===== config.mk =====
export PLATFORM = sky130hd
export DESIGN_NAME = rice_bus_arbiter_flat
export DESIGN_NICKNAME = d
export VERILOG_FILES = /design/src/rtl/rice_bus_arbiter_if.sv /design/src/rtl/rice_bus_arbiter.sv /design/src/flat_wrapper.sv
export SDC_FILE = /design/constraint.sdc
export NUM_CORES = 1
export LEC_CHECK = 0
export BUFFER_PORTS_ARGS = -buffer_cell sky130_fd_sc_hd__buf_2
export CAP_MARGIN = 20
export CORE_AREA = 2 2 110 112
export CTS_BUF_LIST = sky130_fd_sc_hd__clkbuf_8
export DETAILED_ROUTE_END_ITERATION = 8
export DIE_AREA = 0 0 112 114
export GPL_TIMING_DRIVEN = 0
export HOLD_SLACK_MARGIN = 0.06
export PLACE_DENSITY = 0.62
export RECOVER_POWER = 100
export SKIP_CTS_REPAIR_TIMING = 1
export SYNTH_ARGS = -nofsm -noshare
export SYNTH_HDL_FRONTEND = slang
export SYNTH_SLANG_ARGS = --single-unit

===== constraint.sdc =====
create_clock -name i_clk -period 6.85 [get_ports i_clk]
set_clock_uncertainty 0.15 [all_clocks]
set_input_delay 1.37 -clock i_clk [delete_from_list [all_inputs] [get_ports i_clk]]
set_output_delay 1.37 -clock i_clk [all_outputs]
set_load 0.05 [all_outputs]

===== src/rtl/rice_bus_arbiter_if.sv =====
// One rice_bus channel, LANES wide on the request/handshake side so the same
// type serves both the per-requester bundle and the single shared master port.
interface rice_bus_arbiter_if #(
    parameter int LANES         = 1,
    parameter int ADDRESS_WIDTH = 32,
    parameter int DATA_WIDTH    = 32
);
    localparam int STROBE_WIDTH = DATA_WIDTH / 8;

    logic [LANES-1:0]               request_valid;
    logic [LANES-1:0]               request_ready;
    logic [LANES-1:0]               write;
    logic [LANES*ADDRESS_WIDTH-1:0] address;
    logic [LANES*STROBE_WIDTH-1:0]  strobe;
    logic [LANES*DATA_WIDTH-1:0]    write_data;
    logic [LANES-1:0]               response_valid;
    logic [LANES-1:0]               response_ready;
    // Read data is shared by every lane; response_valid says who owns it.
    logic [DATA_WIDTH-1:0]          read_data;

    modport master (
        output request_valid, write, address, strobe, write_data, response_ready,
        input  request_ready, response_valid, read_data
    );

    modport slave (
        input  request_valid, write, address, strobe, write_data, response_ready,
        output request_ready, response_valid, read_data
    );
endinterface


===== src/rtl/rice_bus_arbiter.sv =====
// N-to-1 rice_bus arbiter: round-robin grant held until accept, reads tracked
// in an ID FIFO so in-order responses return to the requester that issued them.
module rice_bus_arbiter #(
    parameter int REQUESTERS      = 2,
    parameter int ADDRESS_WIDTH   = 32,
    parameter int DATA_WIDTH      = 32,
    parameter int MAX_OUTSTANDING = 4
) (
    input  logic               i_clk,
    input  logic               i_rst_n,
    rice_bus_arbiter_if.slave  req,
    rice_bus_arbiter_if.master mem
);
    localparam int STROBE_WIDTH = DATA_WIDTH / 8;
    localparam int INDEX_WIDTH  = $clog2(REQUESTERS);
    localparam int SLOT_WIDTH   = (MAX_OUTSTANDING > 1) ? $clog2(MAX_OUTSTANDING) : 1;
    localparam int COUNT_WIDTH  = $clog2(MAX_OUTSTANDING + 1);

    typedef enum logic {IDLE, LOCKED} state_t;
    typedef logic [INDEX_WIDTH-1:0] index_t;
    typedef logic [SLOT_WIDTH-1:0]  slot_t;

    function automatic index_t next_index(input index_t idx);
        return (int'(idx) == REQUESTERS - 1) ? '0 : index_t'(int'(idx) + 1);
    endfunction

    function automatic slot_t next_slot(input slot_t slot);
        return (int'(slot) == MAX_OUTSTANDING - 1) ? '0 : slot_t'(int'(slot) + 1);
    endfunction

    state_t                 state;
    index_t                 pointer;
    index_t                 locked_index;
    index_t                 id_fifo [MAX_OUTSTANDING];
    slot_t                  wr_slot;
    slot_t                  rd_slot;
    logic [COUNT_WIDTH-1:0] count;

    index_t scan_index;
    logic   scan_found;
    index_t grant;
    logic   granted;
    logic   full;
    logic   empty;
    logic   accept;
    logic   push;
    logic   pop;
    index_t head;

    always_comb begin
        index_t idx;
        idx        = pointer;
        scan_index = pointer;
        scan_found = 1'b0;
        for (int i = 0; i < REQUESTERS; i++) begin
            if (!scan_found && req.request_valid[idx]) begin
                scan_found = 1'b1;
                scan_index = idx;
            end
            idx = next_index(idx);
        end
    end

    assign full    = (count == COUNT_WIDTH'(MAX_OUTSTANDING));
    assign empty   = (count == '0);
    assign grant   = (state == LOCKED) ? locked_index : scan_index;
    assign granted = (state == LOCKED) || scan_found;

    // Outputs are gated by reset so they drop the instant i_rst_n falls.
    assign mem.request_valid = i_rst_n & granted & req.request_valid[grant] & ~full;
    assign mem.write         = req.write[grant];
    assign mem.address       = req.address[int'(grant)*ADDRESS_WIDTH +: ADDRESS_WIDTH];
    assign mem.strobe        = req.strobe[int'(grant)*STROBE_WIDTH +: STROBE_WIDTH];
    assign mem.write_data    = req.write_data[int'(grant)*DATA_WIDTH +: DATA_WIDTH];

    always_comb begin
        req.request_ready = '0;
        if (i_rst_n && granted && !full) begin
            req.request_ready[grant] = mem.request_ready;
        end
    end

    assign accept = mem.request_valid & mem.request_ready;
    assign push   = accept & ~mem.write;
    assign pop    = mem.response_valid & mem.response_ready;
    assign head   = id_fifo[rd_slot];

    // With nothing outstanding a master response has no owner and is stalled.
    always_comb begin
        req.response_valid = '0;
        mem.response_ready = 1'b0;
        if (!empty) begin
            req.response_valid[head] = mem.response_valid;
            mem.response_ready       = req.response_ready[head];
        end
    end

    assign req.read_data = mem.read_data;

    always_ff @(posedge i_clk or negedge i_rst_n) begin
        if (!i_rst_n) begin
            state        <= IDLE;
            pointer      <= '0;
            locked_index <= '0;
        end else begin
            if (accept) begin
                pointer <= next_index(grant);
            end
            case (state)
                IDLE: begin
                    if (mem.request_valid && !mem.request_ready) begin
                        state        <= LOCKED;
                        locked_index <= grant;
                    end
                end
                LOCKED: begin
                    if (accept) begin
                        state <= IDLE;
                    end
                end
                default: state <= IDLE;
            endcase
        end
    end

    always_ff @(posedge i_clk or negedge i_rst_n) begin
        if (!i_rst_n) begin
            wr_slot <= '0;
            rd_slot <= '0;
            count   <= '0;
        end else begin
            if (push) begin
                wr_slot <= next_slot(wr_slot);
            end
            if (pop) begin
                rd_slot <= next_slot(rd_slot);
            end
            case ({push, pop})
                2'b10:   count <= count + COUNT_WIDTH'(1);
                2'b01:   count <= count - COUNT_WIDTH'(1);
                default: count <= count;
            endcase
        end
    end

    // ID storage needs no reset: a slot is only read after it has been written.
    always_ff @(posedge i_clk) begin
        if (push) begin
            id_fifo[wr_slot] <= grant;
        end
    end

    // A locked requester must keep its request valid and its payload stable.
    assert property (@(posedge i_clk) disable iff (!i_rst_n)
        (state == LOCKED) |-> req.request_valid[locked_index]);

    assert property (@(posedge i_clk) disable iff (!i_rst_n)
        (state == LOCKED && req.request_valid[locked_index]) |->
            ($stable(mem.address) && $stable(mem.write) &&
             $stable(mem.strobe) && $stable(mem.write_data)));

    assert property (@(posedge i_clk) disable iff (!i_rst_n) !(push && full));
    assert property (@(posedge i_clk) disable iff (!i_rst_n) !(pop && empty));

endmodule


===== src/flat_wrapper.sv =====
// flat-port wrapper written by rule: the top's interface ports become plain ports
module rice_bus_arbiter_flat 
#(
    parameter int REQUESTERS      = 2,
    parameter int ADDRESS_WIDTH   = 32,
    parameter int DATA_WIDTH      = 32,
    parameter int MAX_OUTSTANDING = 4
)
  (i_clk, i_rst_n, req_request_valid, req_write, req_address, req_strobe, req_write_data, req_response_ready, req_request_ready, req_response_valid, req_read_data, mem_request_valid, mem_write, mem_address, mem_strobe, mem_write_data, mem_response_ready, mem_request_ready, mem_response_valid, mem_read_data);
  rice_bus_arbiter_if #(.LANES((2)), .ADDRESS_WIDTH(ADDRESS_WIDTH), .DATA_WIDTH(DATA_WIDTH)) req_i ();
  rice_bus_arbiter_if #(.LANES(1), .ADDRESS_WIDTH(ADDRESS_WIDTH), .DATA_WIDTH(DATA_WIDTH)) mem_i ();
  input  logic i_clk;
  input  logic i_rst_n;
  input wire logic [$bits(req_i.request_valid)-1:0] req_request_valid;
  input wire logic [$bits(req_i.write)-1:0] req_write;
  input wire logic [$bits(req_i.address)-1:0] req_address;
  input wire logic [$bits(req_i.strobe)-1:0] req_strobe;
  input wire logic [$bits(req_i.write_data)-1:0] req_write_data;
  input wire logic [$bits(req_i.response_ready)-1:0] req_response_ready;
  output wire logic [$bits(req_i.request_ready)-1:0] req_request_ready;
  output wire logic [$bits(req_i.response_valid)-1:0] req_response_valid;
  output wire logic [$bits(req_i.read_data)-1:0] req_read_data;
  output wire logic [$bits(mem_i.request_valid)-1:0] mem_request_valid;
  output wire logic [$bits(mem_i.write)-1:0] mem_write;
  output wire logic [$bits(mem_i.address)-1:0] mem_address;
  output wire logic [$bits(mem_i.strobe)-1:0] mem_strobe;
  output wire logic [$bits(mem_i.write_data)-1:0] mem_write_data;
  output wire logic [$bits(mem_i.response_ready)-1:0] mem_response_ready;
  input wire logic [$bits(mem_i.request_ready)-1:0] mem_request_ready;
  input wire logic [$bits(mem_i.response_valid)-1:0] mem_response_valid;
  input wire logic [$bits(mem_i.read_data)-1:0] mem_read_data;
  assign req_i.request_valid = req_request_valid;
  assign req_i.write = req_write;
  assign req_i.address = req_address;
  assign req_i.strobe = req_strobe;
  assign req_i.write_data = req_write_data;
  assign req_i.response_ready = req_response_ready;
  assign req_request_ready = req_i.request_ready;
  assign req_response_valid = req_i.response_valid;
  assign req_read_data = req_i.read_data;
  assign mem_request_valid = mem_i.request_valid;
  assign mem_write = mem_i.write;
  assign mem_address = mem_i.address;
  assign mem_strobe = mem_i.strobe;
  assign mem_write_data = mem_i.write_data;
  assign mem_response_ready = mem_i.response_ready;
  assign mem_i.request_ready = mem_request_ready;
  assign mem_i.response_valid = mem_response_valid;
  assign mem_i.read_data = mem_read_data;
  rice_bus_arbiter #(.REQUESTERS(REQUESTERS), .ADDRESS_WIDTH(ADDRESS_WIDTH), .DATA_WIDTH(DATA_WIDTH), .MAX_OUTSTANDING(MAX_OUTSTANDING)) u_core (.i_clk(i_clk), .i_rst_n(i_rst_n), .req(req_i), .mem(mem_i));
endmodule

==> results.sh, run 1 <==
export IMPL_worstPathArrival_ps=4020
export IMPL_setup_tns_ps=0
export IMPL_postRouteAntennaNets=0
export IMPL_cp_start_kind="input port"
export IMPL_synth_top_area_share_pct=41.38
export IMPL_track_usage_pct=9.599
export IMPL_grt_util_met2_pct=19.60
export IMPL_coreArea_mm2=0.01171
export IMPL_detailed_place_hpwl_um=6510
export IMPL_path_common_cell="clkbuf_1"
export IMPL_die_width_um=112
export IMPL_fin_crit_ps=5543
export IMPL_numCtsBuffers=3
export IMPL_numClockSinks=14
export IMPL_tightest_slew_ps=705.7
export IMPL_fin_area_mm2=0.003246
export IMPL_clk_pin_slew_ps=60
export IMPL_drc=0
export IMPL_grt_max_degree=13
export IMPL_grt_pass1_vias=2169
export IMPL_viasPerCell=3.915
export IMPL_layout_setup_ws_ps=1307
export IMPL_avgRoutedWirePerCell_um=12.15
export IMPL_clkLatencyLatePin_ps=240
export IMPL_wirelength_um=7169
export IMPL_setup_viol=0
export IMPL_maxCapViolCount=0
export IMPL_place_ws_ps=2245
export IMPL_status="finished clean"
export IMPL_vias=2310
export IMPL_grt_pass1_wl_um=10090
export IMPL_ys_ff_latch=14
export IMPL_maxSlewViolCount=0
export IMPL_stdcell_count=590
export IMPL_critical_path_peak_fanout=10
export IMPL_dpl_cell_count=583
export IMPL_gr_total_overflow=0
export IMPL_synthTopCellsByArea="mux2_2, dfrtp_1, buf_4, edfxtp_1, buf_6"
export IMPL_antenna_found_initial=2
export IMPL_p_leak_nw=1.570
export IMPL_fin_util_pct=27.71
export IMPL_max_slew_margin_rel_pct=52.95
export IMPL_syn2layout_area_growth_pct=65.64
export IMPL_syn_nets=369
export IMPL_gp_congestion=0.7930
export IMPL_finalHoldViolations=0
export IMPL_critical_path_class="in -> out"
export IMPL_drive_above_1_share_pct=59.55
export IMPL_busiest_layer="met2"
export IMPL_firstDrtPassIters=4
export IMPL_grtUsageMet1_pct=10.30
export IMPL_ys_types=30
export IMPL_grt_setup_unrepaired="no"
export IMPL_max_stage_delay_ps=580
export IMPL_syn_inst=184
export IMPL_cts_htree_levels=1
export IMPL_power_mw=1.533
export IMPL_io_buffer_count=252
export IMPL_power_density_mw_per_mm2=472.2
export IMPL_timing_fmax_mhz=180.4
export IMPL_synth_top_area_cell="mux2_2"
export IMPL_die_h_um=114
export IMPL_postPlaceCellArea_mm2=0.003405
export IMPL_nNetsFinal=626
export IMPL_root_buffer="clkbuf_8"
export IMPL_grtUsageMet3_pct=1.913
export IMPL_path_cells="clkbuf_1 -> inv_1 -> maj3_2 -> mux2i_1 -> clkbuf_1 -> clkbuf_1 -> mux2_2 -> clkbuf_1"
export IMPL_crit_required_ps=5330
export IMPL_fin_crit_sh_pct=80.92
export IMPL_cts_tree="yes"
export IMPL_worst_path_max_delay_cell="clkbuf_1"
export IMPL_clockBufferDepth=2
export IMPL_worstHoldPathType="reg -> reg"
export IMPL_initial_core_util_pct=16.73
export IMPL_vdd_ir_drop_max_uv=311.9
export IMPL_holdWs_ps=342.5
export IMPL_drt_iter0_markers=59
export IMPL_synth_area_mm2=0.001959
export IMPL_ios=285
export IMPL_ys_warn_count=0
export IMPL_worst_setup_path_end_kind="output port"
export IMPL_dieArea_mm2=0.01277
export IMPL_fp_row_count=40
export IMPL_syn_area_per_cell_um2=10.65
export IMPL_synth_seq_area_share_pct=18.90
==> where the power goes <==
part,internal (mW),switching [mW],leakage [nW]
sequential,0.123,0.0301,0.152
clock,0.0396,0.0288,0.0269
combinational,0.381,0.931,1.39
total,0.543,0.990,1.57
==> cell usage in the layout (no fill, tap or decap), drive strengths merged <==
cell type	instances
o211a	1
ha	6
mux2i	5
inv	12
mux4	1
or3b	1
nor2	13
a21oi	1
a31oi	1
maj3	1
a21boi	1
fa	1
xor2	2
nor3	3
edfxtp	4
and3b	1
mux2	74
dfrtp	10
o21a	1
buf	186
nand2	1
nand3	1
nor3b	1
clkbuf	109
nand2b	1
xnor2	1
or2	1
diode	3
==> layout make-up <==
class / count / area [um^2]
antenna: 3 / 7.507
buffer: 40 / 270.3
clock buffer: 3 / 41.29
clock inverter: 1 / 3.754
fill: 1306 / 8466
inverter: 11 / 41.29
multi-input combinational: 119 / 1189
sequential: 14 / 370.4
tap: 147 / 183.9
timing repair buffer: 252 / 1139
==> worst paths after layout <==
check | start | endpoint | slack [ps] | depth (start not counted)
hold reg to reg | u_core.count[2]$_DFFE_PN0P_ | u_core.count[2]$_DFFE_PN0P_ | 340 | 1
setup reg to reg | u_core.count[0]$_DFFE_PN0P_ | u_core.count[2]$_DFFE_PN0P_ | 3930 | 10
min in group asynchronous | i_rst_n | u_core.wr_slot[1]$_DFFE_PN0P_ | 960 | 1
max in group asynchronous | i_rst_n | u_core.rd_slot[1]$_DFFE_PN0P_ | 5190 | 1
hold / removal | u_core.count[2]$_DFFE_PN0P_ | u_core.count[2]$_DFFE_PN0P_ | 340 | 1
setup / recovery | req_request_valid[0] | mem_write_data[18] | 1310 | 8
==> synthesized netlist by cell type <==
cell and n:
mux2_2 72, buf_4 32, nor2_1 13, dfrtp_1 10, inv_1 10, buf_6 8
ha_1 6, edfxtp_1 4, mux2i_1 3, nor3_1 3, mux2_4 2, mux2i_4 2
xor2_1 2, a21boi_0 1, a21oi_1 1, a31oi_1 1, and3b_1 1, fa_1 1
inv_2 1, maj3_2 1, mux4_2 1, nand2_1 1, nand2b_1 1, nand3_1 1
nor3b_1 1, o211a_1 1, o21a_1 1, or2_2 1, or3b_1 1, xnor2_1 1
==> kinds of logic after synthesis <==
family                   Yosys count  share of synthesized area (%)
adder cells (fa/ha/maj)            8                          5.428
buffers and inverters             51                          18.97
XOR/XNOR                           3                          1.341
multiplexers                      80                          47.89
flip-flops                        14                          18.90
AO/OA/AOI/OAI                      5                          1.852
AND/OR/NAND/NOR                   23                          5.620
==> critical path, delay by kind of cell <==
kind       cells  cell delay, ps
fa+ha+maj      1             300
buf+inv        5            1840
mux            2             490
==> flip-flops by register name, summed over array words and instances (netlist names), named ones only <==
| register | flops |
|---|---|
| u_core.wr_slot | 2 |
| u_core.pointer | 1 |
| u_core.id_fifo | 4 |
| u_core.count | 3 |
| u_core.rd_slot | 2 |
| u_core.locked_index | 1 |
==> layer usage <==
layer,wire [um],share of wire [%],vias up
li1,-,-,1125
met1,2508,35,1042
met2,3947,55,139
met3,672,9.4,4
met4,40,0.56,0
met5,0,0,-
Power figures use the tool's default switching activity.
==> inputs of run 2 (changes only) <==
--- a/config.mk
+++ b/config.mk
@@ -7,13 +7,13 @@
 export LEC_CHECK = 0
 export BUFFER_PORTS_ARGS = -buffer_cell sky130_fd_sc_hd__buf_2
 export CAP_MARGIN = 20
-export CORE_AREA = 2 2 110 112
+export CORE_AREA = 2 2 109 111
 export CTS_BUF_LIST = sky130_fd_sc_hd__clkbuf_8
 export DETAILED_ROUTE_END_ITERATION = 8
-export DIE_AREA = 0 0 112 114
+export DIE_AREA = 0 0 111 113
 export GPL_TIMING_DRIVEN = 0
 export HOLD_SLACK_MARGIN = 0.06
-export PLACE_DENSITY = 0.62
+export PLACE_DENSITY = 0.64
 export RECOVER_POWER = 100
 export SKIP_CTS_REPAIR_TIMING = 1
 export SYNTH_ARGS = -nofsm -noshare
==> constraint.sdc (replaced) <==
create_clock -name i_clk -period 4.8 [get_ports i_clk]
set_clock_uncertainty 0.15 [all_clocks]
set_input_delay 0.96 -clock i_clk [delete_from_list [all_inputs] [get_ports i_clk]]
set_output_delay 0.96 -clock i_clk [all_outputs]
set_load 0.05 [all_outputs]
==> results.sh, run 2 (synthesis results as in run 1) <==
export IMPL_status="finished clean"
export IMPL_worstHoldPathType="reg -> reg"
export IMPL_clk_pin_slew_ps=50
export IMPL_coreArea_mm2=0.01127
export IMPL_multi_input_area_mm2=0.001191
export IMPL_cts_tree="yes"
export IMPL_crit_required_ps=3690
export IMPL_p_leak_nw=1.579
export IMPL_final_cell_mix="buf_2, clkbuf_1, mux2_2"
export IMPL_register_area_um2=370.4
export IMPL_largestRegisters="u_core.id_fifo (4), u_core.count (3)"
export IMPL_clockBufferDepth=2
export IMPL_worst_setup_path_end_kind="output port"
export IMPL_grt_pass1_vias=2235
export IMPL_fillers=1250
export IMPL_worstPathArrival_ps=2940
export IMPL_path_buf_inv=6
export IMPL_max_stage_delay_ps=470
export IMPL_clkLatencyLatePin_ps=240
export IMPL_tightest_slew_ps=769.6
export IMPL_initial_core_util_pct=17.38
export IMPL_critical_path_class="in -> out"
export IMPL_setup_viol=0
export IMPL_critical_path_peak_fanout=10
export IMPL_ios=285
export IMPL_gp_congestion=0.7386
export IMPL_grt_setup_unrepaired="no"
export IMPL_worst_path_max_delay_cell="clkbuf_1"
export IMPL_vdd_ir_drop_max_uv=370.8
export IMPL_timing_fmax_mhz=246.8
export IMPL_path_cells="clkbuf_1 -> clkinv_1 -> maj3_1 -> mux2i_1 -> buf_6 -> buf_6 -> inv_1 -> nor2_1 -> clkbuf_1"
export IMPL_drive_above_1_share_pct=60.00
export IMPL_grt_pass1_wl_um=10430
export IMPL_vias=2301
export IMPL_setup_tns_ps=0
export IMPL_largest_register_ffs=4
export IMPL_firstDrtPassIters=3
export IMPL_nNetsFinal=626
export IMPL_fin_crit_ps=4051
export IMPL_max_slew_margin_rel_pct=47.23
export IMPL_power_mw=2.259
export IMPL_crit_family="buffers and inverters"
export IMPL_dieArea_mm2=0.01254
export IMPL_reg2reg_depth=9
export IMPL_grt_max_degree=13
export IMPL_finalHoldViolations=0
export IMPL_cp_start_kind="input port"
export IMPL_track_usage_pct=10.05
export IMPL_fp_row_count=39
export IMPL_drc=0
export IMPL_power_density_mw_per_mm2=687.7
export IMPL_cp_depth=9
export IMPL_drt_iter0_markers=42
export IMPL_root_buffer="clkbuf_8"
export IMPL_syn2layout_area_growth_pct=67.62
export IMPL_die_h_um=113
export IMPL_whs_path_depth=1
export IMPL_top_register="u_core.id_fifo"
export IMPL_maxSlewViolCount=0
export IMPL_die_width_um=111
export IMPL_gr_total_overflow=0
export IMPL_numClockSinks=14
export IMPL_final_common_cell="buf_2"
export IMPL_busiest_layer="met2"
export IMPL_avgRoutedWirePerCell_um=12.47
export IMPL_maxCapViolCount=0
export IMPL_fin_crit_sh_pct=84.40
export IMPL_grtUsageMet1_pct=11.88
export IMPL_cts_htree_levels=1
export IMPL_antenna_cells=0
export IMPL_grtUsageMet3_pct=1.500
export IMPL_antenna_found_initial=0
export IMPL_grt_util_met2_pct=19.06
export IMPL_io_buffer_count=252
export IMPL_viasPerCell=3.947
export IMPL_numCtsBuffers=3
export IMPL_wirelength_um=7271
export IMPL_detailed_place_hpwl_um=6567
export IMPL_postRouteAntennaNets=0
[run 2: cell types whose count changed in the layout (fill, tap and decap cells not counted)]
cell      change
mux2_4        +1
clkinv_1      +2
inv_1         -2
buf_6         +8
clkbuf_1      +1
diode_2       -3
buf_2         -9
mux2_1        -4
mux2_2        +3
maj3_1        +1
maj3_2        -1
[run 2: final timing paths]
check	start	endpoint	slack, ps
setup / recovery	req_request_valid[0]	req_request_ready[0]	750
hold / removal	u_core.count[2]$_DFFE_PN0P_	u_core.count[2]$_DFFE_PN0P_	340
setup reg to reg	u_core.pointer$_DFFE_PN0P_	u_core.count[2]$_DFFE_PN0P_	1730
hold reg to reg	u_core.count[2]$_DFFE_PN0P_	u_core.count[2]$_DFFE_PN0P_	340
max in group asynchronous	i_rst_n	u_core.wr_slot[0]$_DFFE_PN0P_	3540
min in group asynchronous	i_rst_n	u_core.wr_slot[1]$_DFFE_PN0P_	560
[run 2: worst register-to-register path, delay by kind of cell (launching register included)]
kind,cells,cell delay (ps)
XOR/XNOR,2,300
adder cells (fa/ha/maj),3,1030
buffers and inverters,1,60
flip-flops,1,380
multiplexers,2,970
AND/OR/NAND/NOR,1,110
[run 2: area by class of cell]
cell class / instances / area share [%]
Buffer: 40 / 10.06
Clock buffer: 3 / 1.257
Clock inverter: 1 / 0.1143
Inverter: 11 / 1.257
Multi-Input combinational cell: 119 / 36.27
Sequential cell: 14 / 11.28
Tap cell: 143 / 5.448
Timing Repair Buffer: 252 / 34.32
[run 2: metal layers]
metal	part of all wire, %	up-vias
li1	-	1121
met1	39	1033
met2	53	139
met3	7.8	8
met4	1.1	0
met5	0	-
[run 2: metrics by stage]
| step | instances | hold slack, ps | setup slack [ps] | area, um^2 | utilization (%) |
|---|---|---|---|---|---|
| floorplan | 184 | 304.9 | 1140 | 1959 | - |
| CTS | 583 | 339.0 | 1037 | 3445 | 30.56 |
| global placement | 579 | 323.5 | 1048 | 3400 | 30.16 |
| finish | 583 | 338.3 | 748.8 | 3284 | 29.14 |
| global route | 583 | 352.2 | 592.4 | 3284 | 29.14 |
| detailed placement | 579 | 329.9 | 1041 | 3400 | 30.16 |
[run 2: where the power goes]
group / internal (mW) / switching, mW
Clock: 0.0566 / 0.0410
Combinational: 0.607 / 1.34
Sequential: 0.175 / 0.0421
Total: 0.838 / 1.42
==> inputs of run 3 (changes only) <==
--- a/config.mk
+++ b/config.mk
@@ -5,12 +5,13 @@
 export SDC_FILE = /design/constraint.sdc
 export NUM_CORES = 1
 export LEC_CHECK = 0
+export ABC_AREA = 1
 export BUFFER_PORTS_ARGS = -buffer_cell sky130_fd_sc_hd__buf_2
 export CAP_MARGIN = 20
-export CORE_AREA = 2 2 109 111
+export CORE_AREA = 2 2 110 112
 export CTS_BUF_LIST = sky130_fd_sc_hd__clkbuf_8
 export DETAILED_ROUTE_END_ITERATION = 8
-export DIE_AREA = 0 0 111 113
+export DIE_AREA = 0 0 112 114
 export GPL_TIMING_DRIVEN = 0
 export HOLD_SLACK_MARGIN = 0.06
 export PLACE_DENSITY = 0.64
==> constraint.sdc (replaced) <==
create_clock -name i_clk -period 3.4 [get_ports i_clk]
set_clock_uncertainty 0.15 [all_clocks]
set_input_delay 0.68 -clock i_clk [delete_from_list [all_inputs] [get_ports i_clk]]
set_output_delay 0.68 -clock i_clk [all_outputs]
set_load 0.05 [all_outputs]
==> results.sh, run 3 <==
export IMPL_timing_fmax_mhz=313.4
export IMPL_track_usage_pct=12.52
export IMPL_viasPerCell=3.917
export IMPL_drive_above_1_share_pct=42.35
export IMPL_maxCapViolCount=0
export IMPL_antenna_cells=0
export IMPL_cts_htree_levels=1
export IMPL_p_comb_share_pct=89.4
export IMPL_vias=3008
export IMPL_clockBufferDepth=2
export IMPL_syn_inst=365
export IMPL_synth_top_area_share_pct=43.82
export IMPL_worstHoldPathType="in -> async"
export IMPL_p_leak_nw=2.199
export IMPL_drc=0
export IMPL_nNetsFinal=807
export IMPL_synth_top_family_by_area="simple AND/OR/NAND/NOR gates"
export IMPL_worstPathArrival_ps=2360
export IMPL_antenna_found_initial=0
export IMPL_vdd_ir_drop_max_uv=703.6
export IMPL_grt_pass1_vias=2637
export IMPL_synth_compound_area_share_pct=2.320
export IMPL_synthTopCellsByArea="nand2_1, dfrtp_1, buf_4, edfxtp_1, inv_1"
export IMPL_avgRoutedWirePerCell_um=11.50
export IMPL_clkLatencyLatePin_ps=250
export IMPL_fillers=1416
export IMPL_crit_required_ps=2570
export IMPL_synthXorXnorAreaFrac_pct=0.8777
export IMPL_max_slew_margin_rel_pct=56.92
export IMPL_finalHoldViolations=0
export IMPL_ys_flop_type="dfrtp_1"
export IMPL_largest_register_ffs=4
export IMPL_synth_area_mm2=0.001996
export IMPL_fp_row_count=40
export IMPL_root_buffer="clkbuf_8"
export IMPL_cp_start_kind="input port"
export IMPL_cts_tree="yes"
export IMPL_initial_core_util_pct=17.04
export IMPL_ys_types=26
export IMPL_power_density_mw_per_mm2=1275
export IMPL_grt_setup_unrepaired="no"
export IMPL_top_register="u_core.id_fifo"
export IMPL_firstDrtPassIters=4
export IMPL_sequentialPowerShare_pct=6.8
export IMPL_final_cell_mix="nand2_1, buf_2, clkbuf_2"
export IMPL_drt_iter0_markers=70
export IMPL_gr_total_overflow=0
export IMPL_ys_ff_latch=14
export IMPL_maxSlewViolCount=0
export IMPL_yosysMostFrequentCell="nand2_1"
export IMPL_synthSimpleGateAreaFrac_pct=53.23
export IMPL_detailed_place_hpwl_um=7640
export IMPL_syn2layout_area_growth_pct=71.54
export IMPL_coreArea_mm2=0.01171
export IMPL_tightest_slew_ps=646.2
export IMPL_die_h_um=114
export IMPL_worst_setup_path_end_kind="output port"
export IMPL_die_width_um=112
export IMPL_wirelength_um=8834
export IMPL_gp_congestion=0.8262
export IMPL_p_int_mw=1.153
export IMPL_synth_edff_count=4
export IMPL_critical_path_peak_fanout=10
export IMPL_fin_crit_ps=3191
export IMPL_synth_fa_ha_area_share_pct=4.765
export IMPL_ys_warn_count=0
export IMPL_setup_tns_ps=0
export IMPL_p_sw_mw=3.210
export IMPL_grt_max_degree=14
export IMPL_status="finished clean"
export IMPL_synthArstFlopShare_pct=71.43
export IMPL_final_common_cell="nand2_1"
export IMPL_grt_pass1_wl_um=12900
export IMPL_synth_common_cells="nand2_1, buf_4, inv_1"
export IMPL_syn_area_per_cell_um2=5.468
export IMPL_io_buffer_count=252
export IMPL_muxShareOfSynthArea_pct=0
export IMPL_critical_path_class="in -> out"
export IMPL_clk_pin_slew_ps=60
export IMPL_setup_viol=0
export IMPL_ios=285
export IMPL_largestRegisters="u_core.id_fifo (4), u_core.count (3)"
export IMPL_synth_top_area_cell="nand2_1"
export IMPL_dieArea_mm2=0.01277
export IMPL_swShare_pct=73.57
export IMPL_fin_crit_sh_pct=93.84
export IMPL_numClockSinks=14
export IMPL_numCtsBuffers=3
export IMPL_synth_seq_area_share_pct=18.56
export IMPL_fin_util_pct=29.23
export IMPL_postRouteAntennaNets=0
export IMPL_clkPwrFrac_pct=3.8
export IMPL_syn_nets=550
==> run 3: cell types whose count changed after synthesis, sizes merged, moves of 5 or more <==
cell   before  now
nand2       1  235
mux2       74    0
inv        11   26
buf        40   46
nand3       1    7
o21ai       0    6
mux2i       5    0
nand4       0    5
==> run 3: path summary, 6_finish.rpt <==
kind                                            start  slack (ps)  depth (start not counted)                            end
max                              req_request_valid[1]         210                          8                mem_address[12]
min                                           i_rst_n         260                          1    u_core.count[1]$_DFFE_PN0P_
max reg2reg                                  register         710                         13    u_core.count[2]$_DFFE_PN0P_
min reg2reg                u_core.pointer$_DFFE_PN0P_         340                          2     u_core.pointer$_DFFE_PN0P_
max in group asynchronous                     i_rst_n        2440                          1  u_core.wr_slot[1]$_DFFE_PN0P_
min in group i_clk         u_core.pointer$_DFFE_PN0P_         340                          2     u_core.pointer$_DFFE_PN0P_
==> run 3: kinds of logic after synthesis <==
logic type                 count (synthesis)
and+or+nand+nor                          262
xor gates and xnor gates                   2
DFF                                       14
adders and majority gates                  7
buffers and inverters                     72
AOI/OAI and AO/OA                          8
==> run 3: per-layer routing <==
| layer | vias to the layer above | routed length (um) | GRT usage (%) | part of all wire, % |
|---|---|---|---|---|
| met1 | 1289 | 3668 | 15.83 | 42 |
| li1 | 1571 | - | - | - |
| met3 | 15 | 561 | 1.541 | 6.4 |
| met2 | 133 | 4504 | 23.07 | 51 |
| met4 | 0 | 100 | 2.358 | 1.1 |
| met5 | - | 0 | 0 | 0 |
==> run 3: critical path: stages <==
cell	delay, ps
buf_2	110
nor2_1	150
nand2_2	90
nand3_4	170
clkbuf_1	530
nand2_1	160
nand2_1	170
clkbuf_2	300
==> run 3: stage by stage <==
step	cells	setup WS [ps]	power [mW]	cell area, um^2	hold slack, ps
2_1_floorplan	365	633.1	3.299	1996	234.4
3_3_place_gp	764	162.9	4.269	3441	328.6
3_5_place_dp	764	158.1	4.270	3441	335.8
4_1_cts	768	156.7	4.447	3496	138.8
5_1_grt	768	42.34	4.669	3423	307.8
6_report	768	209.4	4.363	3423	262.0
==> run 3: layout make-up <==
class	count	area, um^2	area share, %
well taps	147	183.9	5.373
clock buffers	4	55.05	1.608
repair buffers	252	1214	35.45
multi-input cells	279	1204	35.16
plain buffers	46	299.0	8.735
flip-flops and latches	14	370.4	10.82
inverters	26	97.59	2.851
==> run 3: power groups by stage <==
stage               Sequential, mW  Combinational [mW]  Clock [mW]
floorplan                    0.288                3.01           0
detailed placement           0.302                3.97           0
finish                       0.298                3.90       0.164
CTS                          0.299                3.98       0.169
global route                 0.309                4.19       0.174
global placement             0.301                3.97           0
